===== src/rtl/pulse_period_meter.sv =====
// Measures the clk-cycle distance between consecutive rising edges of pulse_in
// and hands each result out over valid/ready. Define PULSE_PERIOD_METER_AVG_EN to report the mean of every four periods.
module pulse_period_meter #(
    parameter int COUNT_WIDTH = 16,
    parameter int SYNC_STAGES = 2
) (
    input  logic                   clk,
    input  logic                   reset_n,
    input  logic                   enable,
    input  logic                   pulse_in,
    output logic [COUNT_WIDTH-1:0] period_out,
    output logic                   period_valid,
    input  logic                   period_ready,
    output logic                   overflow,
    output logic                   overrun
);

    localparam logic [COUNT_WIDTH-1:0] CNT_MAX = '1;

    typedef enum logic [1:0] {
        IDLE    = 2'd0,
        ARM     = 2'd1,
        MEASURE = 2'd2
    } state_t;

    state_t                 state_reg;
    logic [COUNT_WIDTH-1:0] count_reg;
    logic                   s_cur;
    logic                   s_d_reg;
    logic                   rise;
    logic                   capture;
    logic                   result_load;
    logic [COUNT_WIDTH-1:0] result_value;

    generate
        if (SYNC_STAGES == 0) begin : g_nosync
            assign s_cur = pulse_in;
        end else begin : g_sync
            logic [SYNC_STAGES-1:0] sync_reg;

            // Synchronizer keeps running while disabled so re-enabling sees clean history.
            always_ff @(posedge clk or negedge reset_n) begin
                if (!reset_n) begin
                    sync_reg <= '0;
                end else begin
                    for (int i = SYNC_STAGES - 1; i > 0; i--) begin
                        sync_reg[i] <= sync_reg[i-1];
                    end
                    sync_reg[0] <= pulse_in;
                end
            end

            assign s_cur = sync_reg[SYNC_STAGES-1];
        end
    endgenerate

    always_ff @(posedge clk or negedge reset_n) begin
        if (!reset_n) begin
            s_d_reg <= 1'b0;
        end else begin
            s_d_reg <= s_cur;
        end
    end

    assign rise    = s_cur & ~s_d_reg;
    // count_reg already holds all-ones when saturated, so it is the captured value as-is.
    assign capture = enable & (state_reg == MEASURE) & rise;

`ifdef PULSE_PERIOD_METER_AVG_EN
    logic [COUNT_WIDTH+1:0] sum_reg;
    logic [COUNT_WIDTH+1:0] sum_next;
    logic [1:0]             avg_cnt_reg;

    assign sum_next     = sum_reg + {2'b00, count_reg};
    assign result_load  = capture & (avg_cnt_reg == 2'd3);
    assign result_value = sum_next[COUNT_WIDTH+1:2];

    always_ff @(posedge clk or negedge reset_n) begin
        if (!reset_n) begin
            sum_reg     <= '0;
            avg_cnt_reg <= 2'd0;
        end else if (!enable) begin
            sum_reg     <= '0;
            avg_cnt_reg <= 2'd0;
        end else if (capture) begin
            sum_reg     <= (avg_cnt_reg == 2'd3) ? '0 : sum_next;
            avg_cnt_reg <= avg_cnt_reg + 2'd1;
        end
    end
`else
    assign result_load  = capture;
    assign result_value = count_reg;
`endif

    always_ff @(posedge clk or negedge reset_n) begin
        if (!reset_n) begin
            state_reg    <= IDLE;
            count_reg    <= '0;
            period_out   <= '0;
            period_valid <= 1'b0;
            overflow     <= 1'b0;
            overrun      <= 1'b0;
        end else if (!enable) begin
            state_reg    <= IDLE;
            count_reg    <= '0;
            period_valid <= 1'b0;
            overflow     <= 1'b0;
            overrun      <= 1'b0;
        end else begin
            case (state_reg)
                IDLE: begin
                    count_reg <= '0;
                    state_reg <= ARM;
                end
                ARM: begin
                    // The arming edge only starts the count; it has no predecessor.
                    if (rise) begin
                        state_reg <= MEASURE;
                        count_reg <= {{(COUNT_WIDTH-1){1'b0}}, 1'b1};
                    end
                end
                MEASURE: begin
                    if (rise) begin
                        count_reg <= {{(COUNT_WIDTH-1){1'b0}}, 1'b1};
                    end else if (count_reg != CNT_MAX) begin
                        count_reg <= count_reg + 1'b1;
                        if (count_reg == CNT_MAX - 1'b1) begin
                            overflow <= 1'b1;
                        end
                    end
                end
                default: begin
                    state_reg <= IDLE;
                    count_reg <= '0;
                end
            endcase

            // A held result is never replaced; a new one is accepted only if the old one leaves now.
            if (result_load) begin
                if (!period_valid || period_ready) begin
                    period_out   <= result_value;
                    period_valid <= 1'b1;
                end else begin
                    overrun <= 1'b1;
                end
            end else if (period_valid && period_ready) begin
                period_valid <= 1'b0;
            end
        end
    end

endmodule

===== config.mk =====
export PLATFORM = sky130hd
export DESIGN_NAME = pulse_period_meter
export DESIGN_NICKNAME = d
export VERILOG_FILES = /design/src/rtl/pulse_period_meter.sv
export SDC_FILE = /design/constraint.sdc
export NUM_CORES = 1
export LEC_CHECK = 0
export CAP_MARGIN = 20
export CORE_ASPECT_RATIO = 0.75
export CORE_MARGIN = 1
export CORE_UTILIZATION = 54
export CTS_CLUSTER_DIAMETER = 120
export DETAILED_ROUTE_END_ITERATION = 6
export PLACE_DENSITY_LB_ADDON = 0.25
export REMOVE_ABC_BUFFERS = 1
export SLEW_MARGIN = 20
export SYNTH_ARGS = -nofsm -noshare
export SYNTH_HDL_FRONTEND = slang
export SYNTH_SLANG_ARGS = --single-unit

===== constraint.sdc =====
create_clock -name clk -period 2.3 [get_ports clk]
set_clock_uncertainty 0.15 [all_clocks]
set_input_delay 0.69 -clock clk [delete_from_list [all_inputs] [get_ports clk]]
set_output_delay 0.69 -clock clk [all_outputs]
set_load 0.01 [all_outputs]

[Word level (Yosys, flattened, before mapping)]
Cells that the tools add are included.
Storage, ports and cells
  register bits after elaboration: 40
  input port bits: 5
  word-level logic and storage cells: 58
Operators by class
  add/subtract/negate cells: 1
  equal/unequal tests: 15
  mux-type cells: 20
  bitwise logic cells: 4
  reduce and logical (&&, ||, !) cells: 10
Operators with widths (number)
  $mux 16: 4
  $pmux 16 s2: 1
  $add 16x1->16 const B: 1
  $eq 16x16->1 const B: 1
  $ne 16x16->1 const B: 1
  $mux 1: 12
  $ne 2x1->1 const B: 4
  $reduce_and 2->1: 4
  $ne 2x2->1 const B: 3
  $pmux 2 s3: 1
  $mux 2: 2
  $ne 4x3->1 const B: 1
  $reduce_and 4->1: 1
  $and 1x1->1: 3
  $ne 3x1->1 const B: 1
  $ne 3x2->1 const B: 1
  $ne 3x3->1 const B: 1
  $reduce_and 3->1: 1
  $eq 2x1->1 const B: 1
  $eq 2x2->1 const B: 1
  $logic_not 2->1: 1
  $logic_and 1x1->1: 1
  $logic_not 1->1: 1
  $logic_or 1x1->1: 1
  $not 1->1: 1

[Logic depth before layout (Yosys ltp)]
Gate-level depths: netlist of the first run.
  word-level depth: 6
  gate-level depth with buffers: 8
  mapped depth without buffers: 6

[Worst setup path before layout of the first run]
OpenSTA, ideal clock, no wires.
  path kind: input port to flip-flop
  from: in enable
  to: reg count_reg[1]
  setup time: 0.127 ns
  arrival: 1.754 ns
  required time: 2.023 ns
  setup slack: 0.269 ns
  stages: 5
  buffers on the path: 1
  cell sequence: buf_2 nand2_1 nor2_1 a32oi_2 mux2_1
Between the ends
  cells in the longest elaborated chain, start to end: 2
  elaborated cells on any way between the ends: 4
Ends and longest elaborated chain
  start: declaration: RTL line 9  | input logic enable,
  $ne 4x3->1 (no source line) / $ne 3x3->1 (equally long branches)
  $reduce_and 2->1 (no source line)
  end signal: assignment: RTL line 119  | count_reg <= {{(COUNT_WIDTH-1){1'b0}}, 1'b1};
  end signal: assignment: RTL line 124  | count_reg <= {{(COUNT_WIDTH-1){1'b0}}, 1'b1};
  end signal: assignment: RTL line 126  | count_reg <= count_reg + 1'b1;
  end: declaration: RTL line 27  | logic [COUNT_WIDTH-1:0] count_reg;
Parallel ways exist; a longest one is shown, timed or not.
A chain may end at the register's enable or synchronous reset.

[Worst setup path after layout of the first run]
  from: in enable
  to: reg count_reg[12]
The elaborated chain is that of the path after synthesis.

==> flow_metrics.tcl, run 1 <==
set metrics [dict create \
    outcome "finished, final reports clean" \
    cp.buffers_inverters 2 \
    syn_avg_cell_area_um2 11.2 \
    slew_limit_headroom_pct 57.3 \
    synth.area.top_cells "sky130_fd_sc_hd__dfrtp_1 49%, sky130_fd_sc_hd__a31oi_1 7.4%, sky130_fd_sc_hd__mux2_2 4.4%" \
    detail_route.first_pass.iterations 4 \
    ctsHtreeMaxLevel 2 \
    power.ir.vdd_worst_mv 0.479 \
    highest_clock_rate_mhz 475 \
    congestion_overflow_gr 0 \
    dpl.cell_count 260 \
    r2r_cells 7 \
    period_share_pct 91.6 \
    core.rowCount 18 \
    crit_family "buffers and inverters" \
    netlist.top_cell.by_area "sky130_fd_sc_hd__dfrtp_1" \
    antenna-diode-count 0 \
    cellLeakagePower_nw 1.09 \
    netlist_area_um2 2040 \
    syn-instance-count 182 \
    hold_violations 0 \
    logic_depth_of_the_worst_setup_path_including_buffers 6 \
    grt_max_degree 22 \
    critPathArrivalTime_ns 2.15 \
    number_of_global_route_vias_before_repair 1638 \
    asyncSetResetFlopFracSynth_pct 100 \
    total_power_density_per_cell_area_nw_per_um2 630 \
    place_congestion 0.856 \
    grt_pass1_wl_mm 7.56 \
    numCtsBuffers 5 \
    timing.critical_path.fanout_max 5 \
    grt-busiest-layer "met2" \
    drt_first_iter_violations 158 \
    global_route.usage.met2_pct 45.6 \
    period_needed_ns 2.11 \
    finalMaxSlewViolations 0 \
    yosys.cell_count.top_type "sky130_fd_sc_hd__dfrtp_1" \
    critical_path.slowest_cell "sky130_fd_sc_hd__clkdlybuf4s50_1" \
    post-cts-setup-buffer-count 0 \
    fp.coreArea_um2 3450 \
    crit_chain "clkdlybuf4s50_1 -> nand2_1 -> nor3_2 -> buf_4 -> nand2_1 -> a31oi_1" \
    port_buffers 23 \
    ys_ff_latch 40 \
    grt_overall_usage_pct 25.7 \
    timing.final.ws_setup_ns 0.194 \
    fp.dieW_um 72.9 \
    layout.filler_cells 247 \
    setup_viol_count_final 0 \
    synth_enable_flop_cells 0 \
    synth.lib_cells_used.distinct 39 \
    clk_root_buffer_cell "sky130_fd_sc_hd__clkbuf_8" \
    synth.top_cells.by_count "40 x sky130_fd_sc_hd__dfrtp_1, 24 x sky130_fd_sc_hd__a31oi_1, 10 x sky130_fd_sc_hd__nand2_1" \
    nNetsFinal 228 \
    vias_per_cell 6.19 \
    cts_tree "done" \
    crit_top_cell "sky130_fd_sc_hd__nand2_1" \
    top_level_ports 24 \
    cap_violations 0 \
    worst_ep_required_time_ns 2.34 \
    synthDominantCellAreaShare_pct 49.2 \
    grt_setup_unrepaired "no" \
    post_layout_nonfiller_instances 267 \
    detailed_place_hpwl_mm 3.19 \
    synth.yosys.warnings 0 \
    end_kind "flop" \
    worstMarginPinSlew_ns 0.640 \
    globalRouteMet3Util_pct 5.62 \
    worstHoldPathType "input port to asynchronous set/reset pin" \
    start_util_pct 59.1 \
    area_growth_pct 21.8 \
    clkTransAtPathRegs_ns 0.07 \
    holdBufCountCts 0 \
    fp.dieArea_um2 4020 \
    preCtsSetupSlack_ns -0.0185 \
    critPathLaunchType "input port" \
    globalRouteMet1Util_pct 31.2 \
    path_class "input port to flop" \
    chipHeight_um 55.2 \
    insertion_delay_ns 0.29 \
    final_antenna_net_count 0 \
    cts_num_sinks 40 \
    number_of_antenna_violations_at_the_first_check_in_global_routing 0 \
    finalWirelength_mm 4.52 \
    synth.yosys.seq_area_share_pct 49.2 \
    critical_path.max_stage_delay_ns 0.48 \
    drive_above_1_share_pct 20.7 \
    cts-root-to-sink-buffers 2 \
    synth_ff_type "sky130_fd_sc_hd__dfrtp_1" \
    wire_per_inst_um 16.9 \
    cts-resized-gates 0 \
    drc 0 \
    detailroute.via_count 1653 \
]
## worst paths after layout
kind                                            to          startpoint  slack [ns]
min in group clk                g_sync.sync_reg[1]  g_sync.sync_reg[0]        0.20
worst min register to register  g_sync.sync_reg[1]  g_sync.sync_reg[0]        0.20
worst min-delay path                period_out[14]             reset_n        0.19
worst max-delay path                 count_reg[12]              enable        0.19
max in group asynchronous             count_reg[1]             reset_n        1.27
worst max register to register       count_reg[12]        state_reg[0]        0.23
## layout make-up
class	instances	area [µm²]	share of cell area, %
flip-flops and latches	40	1000	40.4
clock buffers	7	96.3	3.88
inverters	5	18.8	0.757
well taps	50	62.6	2.52
multi-input cells	125	936	37.7
repair buffers	40	365	14.7
## per-layer routing
metal,vias up,wire length (µm)
li1,749,-
met1,791,1910
met2,90,2190
met5,-,0
met4,0,108
met3,23,311
## layout by cell type, fill, tap and decap left out, drive strengths merged, types with 7 or more instances in the layout
master,count
mux2,15
buf,18
clkbuf,7
a31oi,24
clkdlybuf4s50,22
dfrtp,40
nand2,10
## power breakdown
group | internal [W] | leakage [nW] | switching, W
clock | 0.000267 | 0.0503 | 0.000222
sequential | 0.000728 | 0.550 | 0.0000236
combinational | 0.000126 | 0.491 | 0.000195
total | 0.00112 | 1.09 | 0.000440
## per-stage QoR
stage	area [µm²]	utilization (%)	hold slack, ns	TNS (ns)	power, W
6_report	2480	72.0	0.191	0	0.00156
5_1_grt	2480	72.0	0.212	0	0.00163
4_1_cts	2480	72.0	0.203	0	0.00157
3_3_place_gp	2380	69.2	0.191	0	0.00106
3_5_place_dp	2380	69.2	0.187	-0.0336	0.00108
2_1_floorplan	1960	-	0.181	0	0.000946
## cell families (layout without fill, tap and decap cells)
logic type | count (synthesis) | count (layout) | share of synthesized area [%]
and+or+nand+nor | 56 | 56 | 17.2
buffers and inverters | 17 | 52 | 4.86
AOI/OAI and AO/OA | 44 | 44 | 14.8
adders and majority gates | 6 | 6 | 3.69
DFF | 40 | 40 | 49.2
muxes | 19 | 19 | 10.3
(Power assumes the default switching activity.)
==> run 2: changes to the inputs <==
Clock period 2.3 ns to 2.17 ns, I/O delays scaled along.
==> flow_metrics.tcl, run 2 (synthesis gave the netlist of run 1 again) <==
set metrics [dict create \
    antenna-diode-count 0 \
    number_of_antenna_violations_at_the_first_check_in_global_routing 0 \
    worstHoldPathType "flop to flop" \
    finalWirelength_mm 4.37 \
    startpoint "count_reg[0]" \
    slew_limit_headroom_pct 66.7 \
    final_antenna_net_count 0 \
    layout.cell_area.non_filler_um2 2470 \
    setup_viol_count_final 0 \
    congestion_overflow_gr 0 \
    critical_path.max_stage_delay_ns 0.42 \
    m1WireLength_mm 1.88 \
    timing.critical_path.to "count_reg[14]" \
    fp.coreArea_um2 3450 \
    internal_power_w 0.00116 \
    cts-root-to-sink-buffers 2 \
    totalPowerFinal_w 0.00165 \
    area_growth_pct 21.5 \
    drive_above_1_share_pct 21.7 \
    critical_path.slowest_cell "sky130_fd_sc_hd__dfrtp_1" \
    vias_per_cell 6.10 \
    preCtsSetupSlack_ns -0.135 \
    critical_path.reg2reg.endpoint "count_reg[14]" \
    clk_root_buffer_cell "sky130_fd_sc_hd__clkbuf_8" \
    post_layout_nonfiller_instances 267 \
    fp.dieW_um 72.9 \
    crit_family "simple AND/OR/NAND/NOR gates" \
    top_layer_used "met4" \
    power.ir.vdd_worst_mv 0.511 \
    wl_met3_um 280 \
    setup.reg_to_reg.worst_slack_ns 0.16 \
    cap_violations 0 \
    nNetsFinal 227 \
    core.rowCount 18 \
    path_class "flop to flop" \
    worst_ep_required_time_ns 2.25 \
    r2r_cells 5 \
    start_util_pct 59.1 \
    total_power_density_per_cell_area_nw_per_um2 666 \
    dpl.cell_count 259 \
    power.sequential.fraction_pct 48.3 \
    worstMarginPinSlew_ns 0.499 \
    critPathLaunchType "flop" \
    worstReg2RegStart "count_reg[0]" \
    insertion_delay_ns 0.30 \
    grt_setup_unrepaired "no" \
    layout.cells.most_common_list "40 x sky130_fd_sc_hd__dfrtp_1, 24 x sky130_fd_sc_hd__a31oi_1, 22 x sky130_fd_sc_hd__clkdlybuf4s50_1" \
    power_switching_w 0.000489 \
    place_congestion 0.825 \
    clkTransAtPathRegs_ns 0.08 \
    timing.critical_path.fanout_max 8 \
    detailed_place_hpwl_mm 3.05 \
    critPathArrivalTime_ns 2.09 \
    wl_met2_mm 2.11 \
    number_of_global_route_vias_before_repair 1620 \
    chipHeight_um 55.2 \
    cts_num_sinks 40 \
    fp.dieArea_um2 4020 \
    timing.final.ws_setup_ns 0.157 \
    wire_per_inst_um 16.4 \
    crit_chain "ha_2 -> nand3_1 -> or3_4 -> a311oi_2 -> mux2i_1" \
    logic_depth_of_the_worst_setup_path_including_buffers 5 \
    grt_max_degree 41 \
    drc 0 \
    share_clk_of_total_power_pct 31.4 \
    finalMaxSlewViolations 0 \
    grt_overall_usage_pct 25.0 \
    cellLeakagePower_nw 1.09 \
    grt_pass1_wl_mm 7.32 \
    layout_commonest_cell "sky130_fd_sc_hd__dfrtp_1" \
    top_level_ports 24 \
    switching_share_pct 29.7 \
    end_kind "flop" \
    numCtsBuffers 5 \
    detailroute.via_count 1630 \
    outcome "finished, final reports clean" \
    cts_tree "done" \
    highest_clock_rate_mhz 497 \
    post-cts-setup-buffer-count 0 \
    period_needed_ns 2.01 \
    holdBufCountCts 0 \
    cp.buffers_inverters 0 \
    port_buffers 23 \
    detail_route.first_pass.iterations 4 \
    placedInstanceArea_um2 2380 \
    layout.filler_cells 242 \
    p_comb_share_pct 20.3 \
    hold_violations 0 \
    period_share_pct 92.8 \
    ctsHtreeMaxLevel 2 \
    drt_first_iter_violations 116 \
]
==> run 2: cell count changes in the layout (fill, tap and decap cells not counted), sizes merged <==
cell | before | now
clkinv | 0 | 2
clkbuf | 7 | 6
buf | 18 | 17
==> run 2: timing repair <==
item | 4_1_cts | 5_1_grt
endpoints found under the hold margin | 0 | 0
gates resized for setup | 0 | 2
endpoints found under the setup margin | 0 | 2
==> run 2: area by class of cell <==
| type | count | area (µm²) | area share [%] |
|---|---|---|---|
| multi-input cells | 125 | 941 | 38.0 |
| repair buffers | 39 | 358 | 14.5 |
| clock inverters | 2 | 10.0 | 0.405 |
| inverters | 5 | 18.8 | 0.759 |
| flip-flops and latches | 40 | 1000 | 40.5 |
| well taps | 50 | 62.6 | 2.53 |
| clock buffers | 6 | 82.6 | 3.34 |
==> run 2: per-layer routing <==
| layer | vias to the layer above | GRT usage [%] |
|---|---|---|
| met3 | 11 | 5.62 |
| li1 | 751 | - |
| met1 | 808 | 29.4 |
| met2 | 60 | 44.4 |
| met5 | - | 0 |
| met4 | 0 | 13.1 |
==> run 2: power by group through the flow <==
stage / sequential (W) / combinational, W / clock, W
3_3_place_gp: 0.000807 / 0.000312 / 0
3_5_place_dp: 0.000810 / 0.000329 / 0
6_report: 0.000796 / 0.000335 / 0.000516
5_1_grt: 0.000800 / 0.000367 / 0.000541
2_1_floorplan: 0.000806 / 0.000196 / 0
4_1_cts: 0.000795 / 0.000331 / 0.000523
==> run 2: worst register-to-register path: cells and delay by family, from the launching register on <==
| family | cells | cell delay [ns] |
|---|---|---|
| adders and majority gates | 1 | 0.31 |
| and+or+nand+nor | 2 | 0.54 |
| DFF | 1 | 0.42 |
| muxes | 1 | 0.22 |
| AOI/OAI and AO/OA | 1 | 0.30 |
==> run 2: how the worst min path moves through the flow <==
| stage | from | end | depth (start not counted) |
|---|---|---|---|
| 2_1_floorplan | g_sync.sync_reg[0] | g_sync.sync_reg[1] | 0 |
| 3_3_place_gp | g_sync.sync_reg[0] | g_sync.sync_reg[1] | 0 |
| 3_5_place_dp | g_sync.sync_reg[0] | g_sync.sync_reg[1] | 0 |
| 4_1_cts | g_sync.sync_reg[0] | g_sync.sync_reg[1] | 0 |
| 5_1_grt | g_sync.sync_reg[0] | g_sync.sync_reg[1] | 0 |
| 6_report | g_sync.sync_reg[0] | g_sync.sync_reg[1] | 0 |
==> run 2: metrics by stage <==
step                      setup TNS (ns)  utilization, %  hold WS, ns
final                                  0            71.8        0.206
after global placement            -0.143            69.0        0.190
after detailed placement           -1.13            69.0        0.188
after global routing                   0            71.8        0.212
after CTS                              0            71.6        0.210
after floorplan                        0               -        0.181
==> run 3: changes to the inputs <==
Settings changed: CTS_CLUSTER_SIZE set to 14.
==> results of run 3 <==
The final DEF is identical to that of run 2; final timing and power are the same.
